--- src/rtl/mc_inject_ctrl_pkg.sv ---
// Shared types and direction masks for the multicast injection controller.
// Direction order on port vectors is N, E, S, W, L.
package mc_inject_ctrl_pkg;

  localparam int NUM_PORT       = 5;
  localparam int DST_LIST_WIDTH = 16;

  typedef logic [DST_LIST_WIDTH-1:0] dst_t;
  typedef logic [NUM_PORT-1:0]       pv_t;

  localparam dst_t N_MASK = 16'h000F;
  localparam dst_t E_MASK = 16'h00F0;
  localparam dst_t S_MASK = 16'h0F00;
  localparam dst_t W_MASK = 16'hF000;
  // The local port never appears in a destination list.
  localparam dst_t L_MASK = 16'h0000;

  localparam dst_t DIR_MASK [NUM_PORT] = '{
    N_MASK, E_MASK, S_MASK, W_MASK, L_MASK
  };

  typedef enum logic {
    IDLE   = 1'b0,
    ACTIVE = 1'b1
  } state_t;

endpackage

--- src/rtl/mc_inject_ctrl_if.sv ---
// Injection and allocator handshake bundle for mc_inject_ctrl.
// master drives offers and grants; slave is the controller.
interface mc_inject_ctrl_if
  import mc_inject_ctrl_pkg::*;
#(
  parameter int DATA_W = 64,
  parameter int CNT_W  = 4
) ();

  logic              inj_valid;
  dst_t              inj_dst;
  logic [DATA_W-1:0] inj_data;
  logic              inj_ready;
  logic              req_valid;
  dst_t              req_dst;
  logic [DATA_W-1:0] req_data;
  pv_t               req_ppv;
  logic              req_golden;
  pv_t               grant_pv;
  logic [CNT_W-1:0]  wait_cnt;

  modport master (
    output inj_valid, inj_dst, inj_data, grant_pv,
    input  inj_ready, req_valid, req_dst, req_data,
    input  req_ppv, req_golden, wait_cnt
  );

  modport slave (
    input  inj_valid, inj_dst, inj_data, grant_pv,
    output inj_ready, req_valid, req_dst, req_data,
    output req_ppv, req_golden, wait_cnt
  );

endinterface

--- src/rtl/mc_dir_mask.sv ---
// Direction vector to destination-list mask, plus the
// per-direction productive-port reduction of a list.
module mc_dir_mask
  import mc_inject_ctrl_pkg::*;
(
  input  pv_t  dir,
  input  dst_t dst,
  output dst_t mask,
  output pv_t  ppv
);

  always_comb begin
    mask = '0;
    ppv  = '0;
    for (int d = 0; d < NUM_PORT; d++) begin
      if (dir[d]) mask = mask | DIR_MASK[d];
      ppv[d] = |(dst & DIR_MASK[d]);
    end
  end

endmodule

--- src/rtl/mc_inject_ctrl.sv ---
// Holds one injected multicast flit and re-requests its unserved
// destinations until all are covered; flags starvation.
module mc_inject_ctrl
  import mc_inject_ctrl_pkg::*;
#(
  parameter int DATA_W    = 64,
  parameter int STARVE_TH = 8,
  parameter int CNT_W     = 4
) (
  input logic             clk,
  input logic             reset,
  mc_inject_ctrl_if.slave bus
);

  localparam logic [CNT_W-1:0] TH      = CNT_W'(STARVE_TH);
  localparam logic [CNT_W-1:0] CNT_MAX = '1;

  state_t            state_q, state_d;
  dst_t              rem_q, rem_d;
  logic [DATA_W-1:0] data_q, data_d;
  logic [CNT_W-1:0]  cnt_q, cnt_d;
  dst_t              served;
  pv_t               ppv;

  mc_dir_mask u_mask (
    .dir  (bus.grant_pv),
    .dst  (rem_q),
    .mask (served),
    .ppv  (ppv)
  );

  always_ff @(posedge clk or negedge reset) begin
    if (!reset) begin
      state_q <= IDLE;
      rem_q   <= '0;
      data_q  <= '0;
      cnt_q   <= '0;
    end else begin
      state_q <= state_d;
      rem_q   <= rem_d;
      data_q  <= data_d;
      cnt_q   <= cnt_d;
    end
  end

  always_comb begin
    state_d = state_q;
    rem_d   = rem_q;
    data_d  = data_q;
    cnt_d   = cnt_q;
    unique case (state_q)
      IDLE: begin
        // A zero list is accepted and dropped without leaving IDLE.
        if (bus.inj_valid && bus.inj_dst != '0) begin
          state_d = ACTIVE;
          rem_d   = bus.inj_dst;
          data_d  = bus.inj_data;
          cnt_d   = '0;
        end
      end
      ACTIVE: begin
        rem_d = rem_q & ~served;
        if ((served & rem_q) != '0)
          cnt_d = '0;
        else if (cnt_q != CNT_MAX)
          cnt_d = cnt_q + 1'b1;
        if (rem_d == '0) state_d = IDLE;
      end
      default: state_d = IDLE;
    endcase
  end

  always_comb begin
    bus.inj_ready  = (state_q == IDLE);
    bus.req_valid  = (state_q == ACTIVE);
    bus.req_dst    = rem_q;
    bus.req_data   = (state_q == ACTIVE) ? data_q : '0;
    bus.req_ppv    = ppv;
    bus.req_golden = (state_q == ACTIVE) && (cnt_q >= TH);
    bus.wait_cnt   = cnt_q;
  end

endmodule
--- src/flat_wrapper.sv ---
// flat-port wrapper written by rule: the top's interface ports become plain ports
module mc_inject_ctrl_flat import mc_inject_ctrl_pkg::*;
#(
  parameter int DATA_W    = 64,
  parameter int STARVE_TH = 8,
  parameter int CNT_W     = 4
)
  (clk, reset, bus_inj_valid, bus_inj_dst, bus_inj_data, bus_grant_pv, bus_inj_ready, bus_req_valid, bus_req_dst, bus_req_data, bus_req_ppv, bus_req_golden, bus_wait_cnt);
  mc_inject_ctrl_if #(.DATA_W(DATA_W), .CNT_W(CNT_W)) bus_i ();
  input logic clk;
  input logic reset;
  input wire logic [$bits(bus_i.inj_valid)-1:0] bus_inj_valid;
  input wire logic [$bits(bus_i.inj_dst)-1:0] bus_inj_dst;
  input wire logic [$bits(bus_i.inj_data)-1:0] bus_inj_data;
  input wire logic [$bits(bus_i.grant_pv)-1:0] bus_grant_pv;
  output wire logic [$bits(bus_i.inj_ready)-1:0] bus_inj_ready;
  output wire logic [$bits(bus_i.req_valid)-1:0] bus_req_valid;
  output wire logic [$bits(bus_i.req_dst)-1:0] bus_req_dst;
  output wire logic [$bits(bus_i.req_data)-1:0] bus_req_data;
  output wire logic [$bits(bus_i.req_ppv)-1:0] bus_req_ppv;
  output wire logic [$bits(bus_i.req_golden)-1:0] bus_req_golden;
  output wire logic [$bits(bus_i.wait_cnt)-1:0] bus_wait_cnt;
  assign bus_i.inj_valid = bus_inj_valid;
  assign bus_i.inj_dst = bus_inj_dst;
  assign bus_i.inj_data = bus_inj_data;
  assign bus_i.grant_pv = bus_grant_pv;
  assign bus_inj_ready = bus_i.inj_ready;
  assign bus_req_valid = bus_i.req_valid;
  assign bus_req_dst = bus_i.req_dst;
  assign bus_req_data = bus_i.req_data;
  assign bus_req_ppv = bus_i.req_ppv;
  assign bus_req_golden = bus_i.req_golden;
  assign bus_wait_cnt = bus_i.wait_cnt;
  mc_inject_ctrl #(.DATA_W(DATA_W), .STARVE_TH(STARVE_TH), .CNT_W(CNT_W)) u_core (.clk(clk), .reset(reset), .bus(bus_i));
endmodule
--- config.mk ---
export PLATFORM = sky130hd
export DESIGN_NAME = mc_inject_ctrl_flat
export DESIGN_NICKNAME = d
export VERILOG_FILES = /design/src/rtl/mc_inject_ctrl_pkg.sv /design/src/rtl/mc_inject_ctrl_if.sv /design/src/rtl/mc_dir_mask.sv /design/src/rtl/mc_inject_ctrl.sv /design/src/flat_wrapper.sv
export SDC_FILE = /design/constraint.sdc
export NUM_CORES = 1
export LEC_CHECK = 0
export BUFFER_PORTS_ARGS = -buffer_cell sky130_fd_sc_hd__buf_2
export CORE_MARGIN = 5
export CORE_UTILIZATION = 40
export DETAILED_ROUTE_END_ITERATION = 8
export PLACE_DENSITY = 0.78
export SYNTH_ARGS = -nofsm -noshare
export SYNTH_HDL_FRONTEND = slang
export SYNTH_HIERARCHICAL = 1
export SYNTH_SLANG_ARGS = --single-unit
export TNS_END_PERCENT = 1
--- constraint.sdc ---
create_clock -name clk -period 3.7 [get_ports clk]
set_input_delay 0.74 -clock clk [delete_from_list [all_inputs] [get_ports clk]]
set_output_delay 0.74 -clock clk [all_outputs]
set_load 0.05 [all_outputs]
==> flow_summary.json <==
{
  "yosysWarnings": 6,
  "report.final.setup_viol": 0,
  "clk_latency_ns": 0.34,
  "die_h_um": 115,
  "cts_max_path_buffers": 2,
  "yosys_register_bits": 85,
  "finalNetCount": 594,
  "vias_per_cell": 5.04,
  "slew_violations": 0,
  "core_region_area_um2": 10800,
  "ant_nets": 0,
  "maxCapViolations": 0,
  "finalCritPeriodShare": 0.743,
  "clock_sinks": 85,
  "grt_max_degree": 86,
  "routabilityCongestion": 0.926,
  "critPathMaxStageDelay_ns": 1.02,
  "die_area_um2": 13200,
  "netlist.area_leader.share": 0.482,
  "antenna_found_initial": 0,
  "cts_resized": 0,
  "fillers": 981,
  "crit_type": "reg2out",
  "ys_async_sr_fraction": 1.00,
  "regArea_um2": 2130,
  "finalSetupTns_ns": 0,
  "drive_gt1_frac": 0.515,
  "hold_violations": 0,
  "firstDrtPassIters": 4,
  "syn_nets": 440,
  "crit_path_max_fanout": 75,
  "dieWidth_um": 115,
  "ys_types": 32,
  "synth-edff-count": 0,
  "max_clock_freq_mhz": 364,
  "initial_utilization": 0.407,
  "ctsHtreeMaxLevel": 3,
  "rsz0062_at_grt": "no",
  "rows": 38,
  "fin_cells": 649,
  "cts-root-buf": "clkbuf_8",
  "worstPathCellList": "inv_1 -> buf_2",
  "whs_ns": 0.507,
  "grt_usage": 0.155,
  "synthFlopType": "dfrtp_1",
  "grt_pass1_vias": 3347,
  "hpwl_um": 7580,
  "yosys.area.top_type": "dfrtp_1",
  "start_kind": "flip-flop",
  "dp.cells": 633,
  "multi_input_area_um2": 2030,
  "dr.first_iter.drc_count": 186,
  "io_pins": 180,
  "grt_pass1_wl_um": 16500,
  "drc": 0,
  "cts_setup_buffers": 0,
  "area_delta_synth_final_pct": 24.3,
  "finalClockSkew_ns": 0.00784,
  "crit_family": "flip-flops",
  "min_period_ns": 2.75,
  "synth_seq_area_share": 0.482,
  "crit_slowest_cell": "dfrtp_2",
  "cp.arrival_ns": 2.01,
  "tightest_slew_ns": 1.05,
  "fin_util": 0.506,
  "cp.buffers_inverters": 2,
  "cts_buffers": 9,
  "port_buffers": 177,
  "hold_class": "reg2reg",
  "synthTopCellsByArea": "dfrtp_1 (48%), mux2_4 (20%), and2_1 (9.5%), buf_4 (2.9%), a221oi_1 (2.8%)",
  "status": "finished, final reports clean",
  "avgSynthCellArea_um2": 12.6,
  "syn_inst": 350,
  "required_ns": 2.96,
  "clkTransAtPathRegs_ns": 0.08,
  "end_kind": "primary output",
  "num_vias": 3273,
  "cts_tree": "built",
  "grt.overflow.total": 0,
  "hold_buffers": 0,
  "post_drt_wl_per_cell_um": 16.2,
  "slew_headroom": 0.301,
  "postRouteWirelength_um": 10500,
  "n_antenna_cell": 0,
  "synth_area_um2": 4420
}
-- state kept, by name (all words and copies together), names as in the netlist --
signal and count:
u_core/data_q 64, u_core/bus.req_valid 1, u_core/bus.req_dst 16, u_core/bus.wait_cnt 4
-- worst register-to-register path: stages, from the launching register on --
cell,delay [ns]
dfrtp_2,0.77
nor2_4,0.88
buf_12,0.39
mux2_2,0.39
-- metrics by stage --
step,setup slack (ns),instance area (um2)
floorplan,1.04,4420
global placement,0.769,5260
detailed placement,0.732,5260
CTS,0.849,5490
global route,0.723,5490
finish,0.949,5490
-- layer usage --
layer  wire, um  GRT usage  up-vias
met2       5130      0.252      132
met1       4510      0.201     1590
met5          0          0        -
met4        190     0.0681        0
li1           -          -     1535
met3        684     0.0284       16
-- cell families (layout without fill, tap and decap cells) --
group	Yosys count	in the layout	synth area share
AOI/OAI and AO/OA	42	42	0.0672
DFF	85	85	0.482
and+or+nand+nor	110	110	0.156
muxes	71	71	0.230
adders and majority gates	2	2	0.00567
buffers and inverters	39	198	0.0581
other	1	1	0.000849
-- Yosys cell counts (5+ instances only) --
library cell  count
dfrtp_1          85
and2_1           67
mux2_4           60
buf_4            17
nand2b_1         16
a21oi_1          14
a221oi_1         14
clkbuf_1         11
mux2i_1           7
buf_6             6
nand4_1           6
nor4_1            5
-- placed cells by master, fill, tap and decap left out, types with 3 or more instances in the layout --
cell type  count
mux2_2         4
and2_1        67
nand2_1        4
dfrtp_1       84
nand4_1        6
buf_2        176
nand2b_1      16
clkbuf_8      10
or4_1          4
inv_1          3
o21ai_0        4
a221oi_1      14
mux2_4        60
nor4_1         5
mux2i_1        7
a22o_1         4
a21oi_1       14
nand3_1        3
-- worst paths after layout --
check | start | end | slack [ns] | cells after the start
setup / recovery | u_core/bus.req_valid | bus_inj_ready | 0.95 | 2
hold / removal | u_core/data_q[60] | u_core/data_q[60] | 0.51 | 1
setup reg to reg | u_core/bus.req_valid | u_core/data_q[28] | 1.16 | 3
hold reg to reg | u_core/data_q[60] | u_core/data_q[60] | 0.51 | 1
max in group asynchronous | reset | u_core/bus.req_valid | 2.37 | 1
min in group asynchronous | reset | u_core/data_q[20] | 0.58 | 1
-- cell type report --
class                   count  share of cell area
clock buffers              10              0.0251
clock inverters             6              0.0157
inverters                   3             0.00205
multi-input cells         226               0.370
flip-flops and latches     85               0.388
well taps                 140              0.0319
repair buffers            179               0.167
Power is left out: the tool's default activity adds up to more than one toggle a clock period on the data nets, which glitch-free logic cannot reach.
